<file path="src/rtl/mc_beq_control_if.sv">
// ============================================================================
// mc_beq_control_if : instruction handshake and datapath control bundle
// Rev 1.0
// ============================================================================
`default_nettype none

interface mc_beq_control_if #(
  parameter int PC_W = 32
) ();

  logic            instr_valid;
  logic [31:0]     instr;
  logic            instr_ready;
  logic [PC_W-1:0] pc;
  logic [4:0]      rd_reg1;
  logic [4:0]      rd_reg2;
  logic [4:0]      wr_reg;
  logic            wr_enable;
  logic [5:0]      alu_op;
  logic            zero;
  logic            retire;
  logic            branch_taken;
  logic            illegal;

  // Sequencer side
  modport master (
    input  instr_valid, instr, zero,
    output instr_ready, pc, rd_reg1, rd_reg2, wr_reg, wr_enable, alu_op,
           retire, branch_taken, illegal
  );

  // Instruction source / datapath side
  modport slave (
    output instr_valid, instr, zero,
    input  instr_ready, pc, rd_reg1, rd_reg2, wr_reg, wr_enable, alu_op,
           retire, branch_taken, illegal
  );

endinterface

`default_nettype wire

</file>
<file path="src/rtl/mc_beq_control.sv">
// ============================================================================
// mc_beq_control : multi-cycle sequencer for R-type ALU ops and beq
// Rev 1.0
// ============================================================================
`default_nettype none

module mc_beq_control #(
  parameter int PC_W = 32
) (
  input  wire                 clk,
  input  wire                 rst_n,
  mc_beq_control_if.master    bus
);

  localparam logic [5:0] c_op_rtype   = 6'h00;
  localparam logic [5:0] c_op_beq     = 6'h04;
  localparam logic [5:0] c_funct_add  = 6'h20;
  localparam logic [5:0] c_funct_sub  = 6'h22;
  localparam logic [5:0] c_funct_and  = 6'h24;
  localparam logic [5:0] c_funct_or   = 6'h25;
  localparam logic [5:0] c_funct_slt  = 6'h2A;

  typedef enum logic [1:0] {
    FETCH  = 2'd0,
    DECODE = 2'd1,
    EXEC   = 2'd2,
    WB     = 2'd3
  } state_t;

  state_t          state_q, state_d;
  logic [PC_W-1:0] pc_q, pc_d;
  logic [31:0]     ir_q, ir_d;
  logic [5:0]      alu_op_q, alu_op_d;

  logic            instr_ready;
  logic            wr_enable;
  logic            retire;
  logic            branch_taken;
  logic            illegal;

  logic [5:0]      opcode;
  logic [5:0]      funct;
  logic            is_rtype;
  logic            is_beq;
  logic [PC_W-1:0] br_off;
  logic [PC_W-1:0] pc_plus4;
  logic [PC_W-1:0] pc_branch;

  assign opcode   = ir_q[31:26];
  assign funct    = ir_q[5:0];
  assign is_beq   = (opcode == c_op_beq);
  assign is_rtype = (opcode == c_op_rtype) &&
                    ((funct == c_funct_add) || (funct == c_funct_sub) ||
                     (funct == c_funct_and) || (funct == c_funct_or)  ||
                     (funct == c_funct_slt));

  // Word offset sign-extended to PC_W then scaled to bytes
  if (PC_W > 18) begin : g_off_wide
    assign br_off = {{(PC_W-18){ir_q[15]}}, ir_q[15:0], 2'b00};
  end else begin : g_off_exact
    assign br_off = {ir_q[15:0], 2'b00};
  end

  assign pc_plus4  = pc_q + PC_W'(4);
  assign pc_branch = pc_plus4 + br_off;

  always_ff @(posedge clk or negedge rst_n) begin
    if (!rst_n) begin
      state_q  <= FETCH;
      pc_q     <= '0;
      ir_q     <= '0;
      alu_op_q <= '0;
    end else begin
      state_q  <= state_d;
      pc_q     <= pc_d;
      ir_q     <= ir_d;
      alu_op_q <= alu_op_d;
    end
  end

  always_comb begin
    state_d      = state_q;
    pc_d         = pc_q;
    ir_d         = ir_q;
    alu_op_d     = alu_op_q;
    instr_ready  = 1'b0;
    wr_enable    = 1'b0;
    retire       = 1'b0;
    branch_taken = 1'b0;
    illegal      = 1'b0;

    case (state_q)
      FETCH: begin
        instr_ready = 1'b1;
        if (bus.instr_valid) begin
          ir_d    = bus.instr;
          state_d = DECODE;
        end
      end

      DECODE: begin
        if (is_rtype) begin
          alu_op_d = funct;
          state_d  = EXEC;
        end else if (is_beq) begin
          alu_op_d = c_funct_sub;
          state_d  = EXEC;
        end else begin
          // Unsupported encodings retire here without touching alu_op
          retire  = 1'b1;
          illegal = 1'b1;
          pc_d    = pc_plus4;
          state_d = FETCH;
        end
      end

      EXEC: begin
        if (is_beq) begin
          retire  = 1'b1;
          state_d = FETCH;
          if (bus.zero) begin
            branch_taken = 1'b1;
            pc_d         = pc_branch;
          end else begin
            pc_d         = pc_plus4;
          end
        end else begin
          state_d = WB;
        end
      end

      WB: begin
        wr_enable = 1'b1;
        retire    = 1'b1;
        pc_d      = pc_plus4;
        state_d   = FETCH;
      end

      default: begin
        state_d = FETCH;
      end
    endcase
  end

  assign bus.instr_ready  = instr_ready;
  assign bus.pc           = pc_q;
  assign bus.rd_reg1      = ir_q[25:21];
  assign bus.rd_reg2      = ir_q[20:16];
  assign bus.wr_reg       = ir_q[15:11];
  assign bus.wr_enable    = wr_enable;
  assign bus.alu_op       = alu_op_q;
  assign bus.retire       = retire;
  assign bus.branch_taken = branch_taken;
  assign bus.illegal      = illegal;

endmodule

`default_nettype wire

</file>
<file path="src/flat_wrapper.sv">
// flat-port wrapper written by rule: the top's interface ports become plain ports
module mc_beq_control_flat 
#(
  parameter int PC_W = 32
)
  (clk, rst_n, bus_instr_valid, bus_instr, bus_zero, bus_instr_ready, bus_pc, bus_rd_reg1, bus_rd_reg2, bus_wr_reg, bus_wr_enable, bus_alu_op, bus_retire, bus_branch_taken, bus_illegal);
  mc_beq_control_if #(.PC_W(PC_W)) bus_i ();
  input  wire clk;
  input  wire rst_n;
  input wire logic [$bits(bus_i.instr_valid)-1:0] bus_instr_valid;
  input wire logic [$bits(bus_i.instr)-1:0] bus_instr;
  input wire logic [$bits(bus_i.zero)-1:0] bus_zero;
  output wire logic [$bits(bus_i.instr_ready)-1:0] bus_instr_ready;
  output wire logic [$bits(bus_i.pc)-1:0] bus_pc;
  output wire logic [$bits(bus_i.rd_reg1)-1:0] bus_rd_reg1;
  output wire logic [$bits(bus_i.rd_reg2)-1:0] bus_rd_reg2;
  output wire logic [$bits(bus_i.wr_reg)-1:0] bus_wr_reg;
  output wire logic [$bits(bus_i.wr_enable)-1:0] bus_wr_enable;
  output wire logic [$bits(bus_i.alu_op)-1:0] bus_alu_op;
  output wire logic [$bits(bus_i.retire)-1:0] bus_retire;
  output wire logic [$bits(bus_i.branch_taken)-1:0] bus_branch_taken;
  output wire logic [$bits(bus_i.illegal)-1:0] bus_illegal;
  assign bus_i.instr_valid = bus_instr_valid;
  assign bus_i.instr = bus_instr;
  assign bus_i.zero = bus_zero;
  assign bus_instr_ready = bus_i.instr_ready;
  assign bus_pc = bus_i.pc;
  assign bus_rd_reg1 = bus_i.rd_reg1;
  assign bus_rd_reg2 = bus_i.rd_reg2;
  assign bus_wr_reg = bus_i.wr_reg;
  assign bus_wr_enable = bus_i.wr_enable;
  assign bus_alu_op = bus_i.alu_op;
  assign bus_retire = bus_i.retire;
  assign bus_branch_taken = bus_i.branch_taken;
  assign bus_illegal = bus_i.illegal;
  mc_beq_control #(.PC_W(PC_W)) u_core (.clk(clk), .rst_n(rst_n), .bus(bus_i));
endmodule
</file>
<file path="config.mk">
export PLATFORM = sky130hd
export DESIGN_NAME = mc_beq_control_flat
export DESIGN_NICKNAME = d
export VERILOG_FILES = /design/src/rtl/mc_beq_control_if.sv /design/src/rtl/mc_beq_control.sv /design/src/flat_wrapper.sv
export SDC_FILE = /design/constraint.sdc
export NUM_CORES = 1
export LEC_CHECK = 0
export ABC_AREA = 1
export BUFFER_PORTS_ARGS = -buffer_cell sky130_fd_sc_hd__buf_2
export CAP_MARGIN = 20
export CORE_MARGIN = 1
export CORE_UTILIZATION = 25
export CTS_CLUSTER_SIZE = 30
export DETAILED_ROUTE_END_ITERATION = 8
export GPL_TIMING_DRIVEN = 0
export PLACE_DENSITY = 0.39
export SYNTH_ARGS = -nofsm -noshare
export SYNTH_HDL_FRONTEND = slang
export SYNTH_SLANG_ARGS = --single-unit
</file>
<file path="constraint.sdc">
create_clock -name clk -period 4.3 [get_ports clk]
set_input_delay 0.86 -clock clk [delete_from_list [all_inputs] [get_ports clk]]
set_output_delay 0.86 -clock clk [all_outputs]
set_load 0.01 [all_outputs]
</file>
[Yosys cells after proc, flatten, opt, wreduce, memory -nomap -nowiden]
Cells that the tools add are included.
Storage, ports and cells
  bits in registers: 72
  input port bits: 36
  output and inout port bits: 58
  word-level logic and storage cells: 53
Operators by class
  add/sub/neg operators: 2
  eq/ne operators: 13
  multiplexer cells: 22
  reductions and logical operators: 12
Operators by type and width (count)
  two-way mux 32 bit: 4
  case mux 32 bit (3 select lines): 1
  adder 32 x 3 -> 32 bit (second input constant): 1
  adder 32 bit: 1
  == test 6 bit (second input constant): 5
  two-way mux 6 bit: 2
  two-way mux 1 bit: 9
  two-way mux 2 bit: 4
  case mux 2 bit (4 select lines): 1
  == test 6 x 3 -> 1 bit (second input constant): 1
  zero test 6 bit: 1
  inequality test 2 bit (second input constant): 3
  == test 2 bit (second input constant): 2
  logical OR 1 bit: 4
  AND reduction 2 bit: 2
  AND reduction 4 bit: 1
  case mux 1 bit (3 select lines): 1
  nonzero test 3 bit: 1
  == test 2 x 1 -> 1 bit (second input constant): 1
  zero test 2 bit: 1
  inequality test 2 x 1 -> 1 bit (second input constant): 1
  nonzero test 2 bit: 1
  logical AND 1 bit: 1

[Logic depth before layout (Yosys ltp)]
Gate-level depths: netlist (run 1).
  depth in word-level cells: 8
  gate-level depth with buffers: 23
  gate-level depth less buffers: 23

[Least setup slack after synthesis (run 1)]
Ideal clock, no wire load.
  path type: register to register
  from: register u_core.pc_q[2], in the netlist u_core.bus.pc[2]
  to: register u_core.pc_q[26], in the netlist u_core.bus.pc[26]
  data arrival time: 2.530 ns
  required time: 4.179 ns
  path slack: 1.649 ns
  cell stages (with the launch flop): 19
  buffers on the path: 0
  period minus slack after synthesis: 2.651 ns
  path through: dfrtp_1 -> ha_1 -> inv_1 -> nor2_2 -> nand2_2 -> nor2_4 -> nand3_1 -> xor2_1 -> inv_1 -> ha_1 -> nand2_1 -> nor2_1 -> inv_1 -> nor3_1 -> nand2_1 -> nand3_1 -> nand2_1 -> nand3_1 -> a21oi_1
Between the ends
  cells in the longest elaborated chain, start to end: 5
Ends and longest elaborated chain
  start: declaration: RTL line mc_beq_control.sv:31  | logic [PC_W-1:0] pc_q, pc_d;
  start signal: assignment: RTL line mc_beq_control.sv:75  | pc_q <= pc_d;
  adder 32 x 3 -> 32 bit (*): RTL line mc_beq_control.sv:64  | assign pc_plus4 = pc_q + PC_W'(4);
  adder 32 bit: RTL line mc_beq_control.sv:65  | assign pc_branch = pc_plus4 + br_off;
  two-way mux 32 bit: RTL line mc_beq_control.sv:121  | if (bus.zero) begin
  two-way mux 32 bit: RTL line mc_beq_control.sv:118  | if (is_beq) begin
  case mux 32 bit (3 select lines) (*): RTL line mc_beq_control.sv:92  | case (state_q)
Mark *: on every way between the ends. The rest lies on a longest branch, timed or not. The select of a mux whose other input is x is not followed.
A chain may end at the register's enable or synchronous reset.

[Worst setup path in the final report (run 1)]
  from: register u_core.pc_q[2], in the netlist u_core.bus.pc[2]
  to: register u_core.pc_q[28], in the netlist u_core.bus.pc[28]
The elaborated chain is that of the path after synthesis.

==> results of run 1 <==
==> path summary, 6_finish.rpt <==
check	endpoint	slack [ns]	startpoint
max	u_core.bus.pc[28]	0.99	u_core.bus.pc[2]
min	u_core.bus.alu_op[5]	0.46	u_core.bus.alu_op[5]
max reg2reg	u_core.bus.pc[28]	0.99	u_core.bus.pc[2]
min reg2reg	u_core.bus.alu_op[5]	0.46	u_core.bus.alu_op[5]
max in group asynchronous	u_core.ir_q[2]	3.23	rst_n
min in group asynchronous	u_core.bus.pc[29]	0.48	rst_n
==> routing by layer <==
metal,part of all wire,global-route usage,up-vias
li1,-,-,3127
met1,0.47,0.2258,2724
met2,0.48,0.3016,101
met3,0.032,0.02605,11
met4,0.011,0.03497,0
met5,0,0,-
==> state kept, by name (all words and copies together) (netlist names) <==
| register | count |
|---|---|
| u_core.ir_q | 32 |
| u_core.state_q | 2 |
| u_core.bus.pc | 30 |
| u_core.bus.alu_op | 6 |
==> final cells by class <==
class	count	share of cell area
Buffer	33	0.02778
Clock buffer	11	0.03266
Clock inverter	5	0.01431
Inverter	146	0.07374
Multi-Input combinational cell	686	0.4960
Sequential cell	70	0.2357
Tap cell	324	0.05455
Timing Repair Buffer	92	0.06532
==> cells by family after synthesis <==
group	Yosys count	synth area share
xor gates and xnor gates	31	0.04509
and+or+nand+nor	498	0.3415
DFF	70	0.2831
muxes	26	0.04731
other	1	0.0006060
adders and majority gates	38	0.07804
buffers and inverters	179	0.1219
AOI/OAI and AO/OA	91	0.08249
==> worst max-delay path: cells and delay by family (launching register included) <==
family	cells	cell delay (ns)
and+or+nand+nor	11	1.60
adders and majority gates	2	0.62
DFF	1	0.49
xor gates and xnor gates	1	0.20
buffers and inverters	2	0.16
AOI/OAI and AO/OA	1	0.16
==> report_power, final <==
| part | total (W) | internal (W) | switching, W | leakage (nW) |
|---|---|---|---|---|
| combinational | 0.00302 | 0.00111 | 0.00191 | 3.05 |
| sequential | 0.00114 | 0.000862 | 0.000282 | 0.859 |
| clock | 0.000908 | 0.000585 | 0.000324 | 0.166 |
==> per-stage QoR <==
stage | worst slack [ns] | area, um2
finish | 0.9908 | 7432
floorplan | 1.649 | 6192
global route | 0.5856 | 7432
CTS | 0.9006 | 7432
detailed placement | 0.9286 | 7083
global placement | 0.9008 | 7053
==> cell usage after synthesis (2+ instances only) <==
library cell  count
xor2_1           22
o21bai_1          3
nand3b_1          5
buf_2             9
a21o_1            5
a21oi_1          39
nand2_2           9
nor2_2            7
and2_1            2
dfrtp_1          70
nor3_1            6
nor2_1           90
o211ai_1          6
clkbuf_1          5
xnor2_1           8
mux2_2           26
or2_2             2
ha_1             37
nand4_1          10
nor2_4            3
o21ai_1          15
o31ai_1           4
nand3_1          55
inv_1           143
nand3_2           3
o21ai_0          14
nand2_1         303
buf_4            17
inv_2             3
a31oi_1           2
==> flow_metrics.py, run 1 <==
metrics = {
    "status": {
        "status": "complete, no violations",
    },
    "global_route": {
        "grt.overflow.total": 0,
        "antenna_found_initial": 0,
        "grt_max_degree": 41,
        "first_global_vias": 5993,
        "grt_pass1_wl_um": 33420,
        "grt_use_total": 0.1730,
    },
    "clock_network": {
        "htreeDepth": 3,
        "clock_latency_ns": 0.35,
        "cts-buffers-inserted": 9,
        "clockBufferDepth": 2,
        "ctsResizeCount": 0,
        "cts_tree": "yes",
        "cts_setup_buffers": 0,
        "ctsHoldBuffers": 0,
        "cts_num_sinks": 70,
        "cts_root_buffer": "clkbuf_16",
        "clk_pin_slew_worst_paths_ns": 0.06,
    },
    "power": {
        "leakage_nw": 4.071,
        "p_total_w": 0.005077,
        "power_density_nw_per_um2": 683.1,
        "vdd_drop_max_v": 0.0001989,
    },
    "critical_path": {
        "cp-start-kind": "register",
        "path_cells": "ha_1, inv_1, nor2_2, nand2_2, nor2_4, nand3_1, xor2_1, inv_1, ha_1, nand2_1, nor2_1, nand2_1, nor3_1, nand2_1, nand3b_1, nand3_1, a21oi_1",
        "slowest_stage": "dfrtp_1",
        "cp_data_arrival_time_ns": 3.58,
        "cp_common_cell": "nand2_1",
        "crit_type": "register to register",
        "rr_worst_depth": 17,
        "crit_required_ns": 4.57,
        "path_max_fanout": 6,
        "critPathMaxStageDelay_ns": 0.49,
        "cp-end-kind": "register",
    },
    "yosys": {
        "synth_area_per_cell_um2": 6.626,
        "synth.area.top_cells": "dfrtp_1, nand2_1, inv_1",
        "synth_top_area_share": 0.2831,
        "synth_top_area_cell": "dfrtp_1",
        "synth-seq-area-share": 0.2831,
        "ys_ff_latch": 70,
        "synth.distinct_cells": 41,
        "async_reset_ff_frac": 1.000,
        "netlist_area_um2": 6188,
        "synth-edff-count": 0,
        "synthCells": 934,
        "yosys_warnings": 0,
        "synth_top_flop_cell": "dfrtp_1",
    },
    "floorplanning": {
        "die_y_um": 159.3,
        "row_count": 57,
        "num_io_pins": 94,
        "start_util": 0.2545,
        "die_w_um": 159.3,
        "dieArea_um2": 25390,
        "core_um2": 24320,
    },
    "cells_and_area": {
        "multiInputGateArea_um2": 3686,
        "n_fill_cell": 2697,
        "final_cells": 1367,
        "drive_gt1_frac": 0.1841,
        "mostFrequentLayoutCell": "nand2_1",
        "n_antenna_cell": 0,
        "fin_util": 0.3056,
        "final_nets": 1112,
        "seqCellArea_um2": 1752,
        "area_growth_syn_to_layout_pct": 20.10,
        "mostFrequentLayoutCells": "nand2_1, inv_1, buf_2",
    },
    "routing": {
        "drcViolationCount": 0,
        "wirelength_um": 21010,
        "postRouteAntennaNets": 0,
        "dr_total_vias": 5963,
        "drtPass1Iterations": 5,
        "wl_per_cell_um": 15.37,
        "vias_per_cell": 4.362,
        "drtIter0Drc": 267,
    },
    "sta": {
        "whs_ns": 0.4629,
        "period_share": 0.7696,
        "finalSetupTns_ns": 0,
        "tightest_slew_ns": 0.9022,
        "skew_ns": 0.01043,
        "finalHoldViolCount": 0,
        "rsz0062_at_grt": "false",
        "finalCriticalPeriod_ns": 3.309,
        "max_slew_margin": 0.3985,
        "setup_viol": 0,
        "fmax_mhz": 302.2,
        "final_max_slew_viol_count": 0,
    },
    "placement": {
        "place_hpwl_um": 17500,
        "gp_congestion": 0.8435,
        "io_buffers": 91,
        "dp.cells": 1351,
    },
    "worst_hold_path": {
        "hold_depth": 2,
        "hold_path_class": "register to register",
    },
    "flow_run": {
        "drv_cap": 0,
    },
}
No activity file was read; power rests on OpenSTA's default activity.
==> inputs of run 2 (changes only) <==
clock period = 3.1 ns   (was 4.3 ns; I/O delays follow)
==> run 2 against run 1 <==
Effect of this change:
- critical path depth up 4
- highest routed layer unchanged
- register-to-register slack worse by 0.80 ns
- wire length up 1.7%
- total power up 50%
- non-clock buffer count up 25
- sequential share of layout area down 1.4 points
- first-iteration DRC count up 1.1%
- hold slack worse by 0.22 ns
- utilization up 2.4 points
- count of clock-buffer cells in the layout unchanged
- maximum frequency up 14%
==> flow_metrics.py, run 2 (synthesis gave the netlist of run 1 again) <==
metrics = {
    "critical_path": {
        "rr_worst_depth": 21,
        "cp-start-kind": "register",
        "crit_type": "register to register",
        "cp-end-kind": "register",
        "crit_required_ns": 3.34,
        "reg2reg_setup_slack_ns": 0.19,
        "rr_startpoint": "u_core.bus.pc[2]",
        "r2r_end": "u_core.bus.pc[31]",
        "path_max_fanout": 6,
        "cp_data_arrival_time_ns": 3.15,
    },
    "floorplanning": {
        "num_io_pins": 94,
        "dieArea_um2": 25390,
        "start_util": 0.2545,
        "row_count": 57,
        "die_y_um": 159.3,
        "die_w_um": 159.3,
        "core_um2": 24320,
    },
    "clock_network": {
        "cts_tree": "yes",
        "cts_num_sinks": 70,
        "cts-buffers-inserted": 9,
        "htreeDepth": 3,
        "clk_pin_slew_worst_paths_ns": 0.06,
        "cts_root_buffer": "clkbuf_16",
        "clock_latency_ns": 0.35,
        "clockBufferDepth": 2,
        "ctsHoldBuffers": 0,
    },
    "sta": {
        "tightest_slew_ns": 1.218,
        "finalCriticalPeriod_ns": 2.907,
        "fin_ws_ns": 0.1935,
        "period_share": 0.9376,
        "rsz0062_at_grt": "true",
        "finalHoldViolCount": 0,
        "skew_ns": 0.01108,
        "fmax_mhz": 344.1,
        "whs_ns": 0.2439,
        "max_slew_margin": 0.1877,
        "final_max_slew_viol_count": 0,
        "setup_viol": 0,
    },
    "cells_and_area": {
        "drive_gt1_frac": 0.2818,
        "n_antenna_cell": 0,
        "fin_area_um2": 8004,
        "final_nets": 1137,
        "largest-register": "u_core.ir_q",
        "mostFrequentLayoutCells": "nand2_1, inv_1, buf_2",
        "largest_reg_flops": 32,
        "mostFrequentLayoutCell": "nand2_1",
        "area_growth_syn_to_layout_pct": 29.34,
    },
    "global_route": {
        "grt.overflow.total": 0,
        "grt_max_degree": 41,
        "first_global_vias": 6040,
        "grt_pass1_wl_um": 33580,
        "grt_use_total": 0.1737,
        "antenna_found_initial": 0,
    },
    "routing": {
        "postRouteAntennaNets": 0,
        "drcViolationCount": 0,
        "drtPass1Iterations": 5,
        "wirelength_um": 21360,
        "wl_per_cell_um": 15.34,
        "vias_per_cell": 4.383,
        "drtIter0Drc": 270,
        "dr_total_vias": 6101,
    },
    "power": {
        "power_density_nw_per_um2": 949.5,
        "pwr-share-seq": 0.215,
        "clockPowerShare": 0.166,
        "p_comb_frac": 0.619,
        "p_switching_w": 0.003742,
        "leakage_nw": 4.211,
        "vdd_drop_max_v": 0.0002854,
        "swShare": 0.4924,
        "intPower_w": 0.003858,
    },
    "placement": {
        "io_buffers": 91,
        "gp_congestion": 0.8435,
        "place_area_um2": 7083,
        "place_hpwl_um": 17500,
        "pre_cts_slack_ns": -0.2715,
    },
    "flow_run": {
        "drv_cap": 0,
    },
    "worst_hold_path": {
        "hold_path_class": "input pin to async pin",
    },
    "status": {
        "status": "complete, no violations",
    },
}
## run 2: through the flow
step,setup TNS (ns),instances,total power [W],utilization
after floorplan,0,935,0.004492,-
after global placement,-2.091,1350,0.005876,0.2900
after detailed placement,-2.228,1351,0.005877,0.2912
after CTS,0,1373,0.007272,0.3100
after global routing,-0.08278,1392,0.008354,0.3291
final,0,1392,0.007600,0.3291
## run 2: worst max-delay path: stages, from the launching register on
cell and delay [ns]:
dfrtp_2 0.45, ha_1 0.22, nand2_2 0.14, nor2_4 0.06, buf_4 0.13, buf_4 0.13
a21o_1 0.17, nand2_1 0.11, inv_1 0.06, ha_1 0.34, nand2_1 0.08, nand2_1 0.07
nand3_1 0.07, nand2_1 0.06, a21oi_1 0.18, nand2_1 0.11, inv_1 0.06, nand2_1 0.05
nand2_1 0.06, nand3_1 0.09, nand2_1 0.11, nand2_1 0.05
## run 2: timing repair
item | CTS | global route
endpoints found under the setup margin | 17 | 17
gates resized for setup | 15 | 81
pin swaps | 3 | 18
buffers inserted | 6 | 19
## run 2: worst max path at each step
stage | start | to | slack (ns) | cells past startpoint
after floorplan | u_core.bus.pc[2] | u_core.bus.pc[26] | 0.45 | 18
after global placement | u_core.bus.pc[2] | u_core.bus.pc[22] | -0.30 | 17
after detailed placement | u_core.bus.pc[2] | u_core.bus.pc[26] | -0.27 | 17
after CTS | u_core.bus.pc[3] | u_core.bus.pc[26] | 0.01 | 17
after global routing | u_core.bus.pc[19] | u_core.bus.pc[30] | -0.04 | 19
final | u_core.bus.pc[2] | u_core.bus.pc[31] | 0.19 | 21
## run 2: power groups by stage
stage / clock network [W] / registers [W] / logic (W)
5_1_grt: 0.00134 / 0.00169 / 0.00533
2_1_floorplan: 0 / 0.00159 / 0.00290
3_3_place_gp: 0 / 0.00162 / 0.00426
3_5_place_dp: 0 / 0.00162 / 0.00426
4_1_cts: 0.00130 / 0.00161 / 0.00437
6_report: 0.00126 / 0.00163 / 0.00471
## run 2: routing by layer
metal | up-vias | routed length [um] | global-route usage | share of wire
li1 | 3164 | - | - | -
met1 | 2822 | 10000 | 0.2264 | 0.47
met2 | 104 | 10440 | 0.3034 | 0.49
met3 | 11 | 678 | 0.02605 | 0.032
met4 | 0 | 236 | 0.03497 | 0.011
met5 | - | 0 | 0 | 0
## run 2: final cells by class
type	instances	area [um2]
Fill cell	2653	16320
Multi-Input combinational cell	686	4050
Sequential cell	70	1772
Timing Repair Buffer	117	673.1
Inverter	146	548.0
Tap cell	324	405.4
Clock buffer	11	242.7
Buffer	33	206.4
Clock inverter	5	106.4
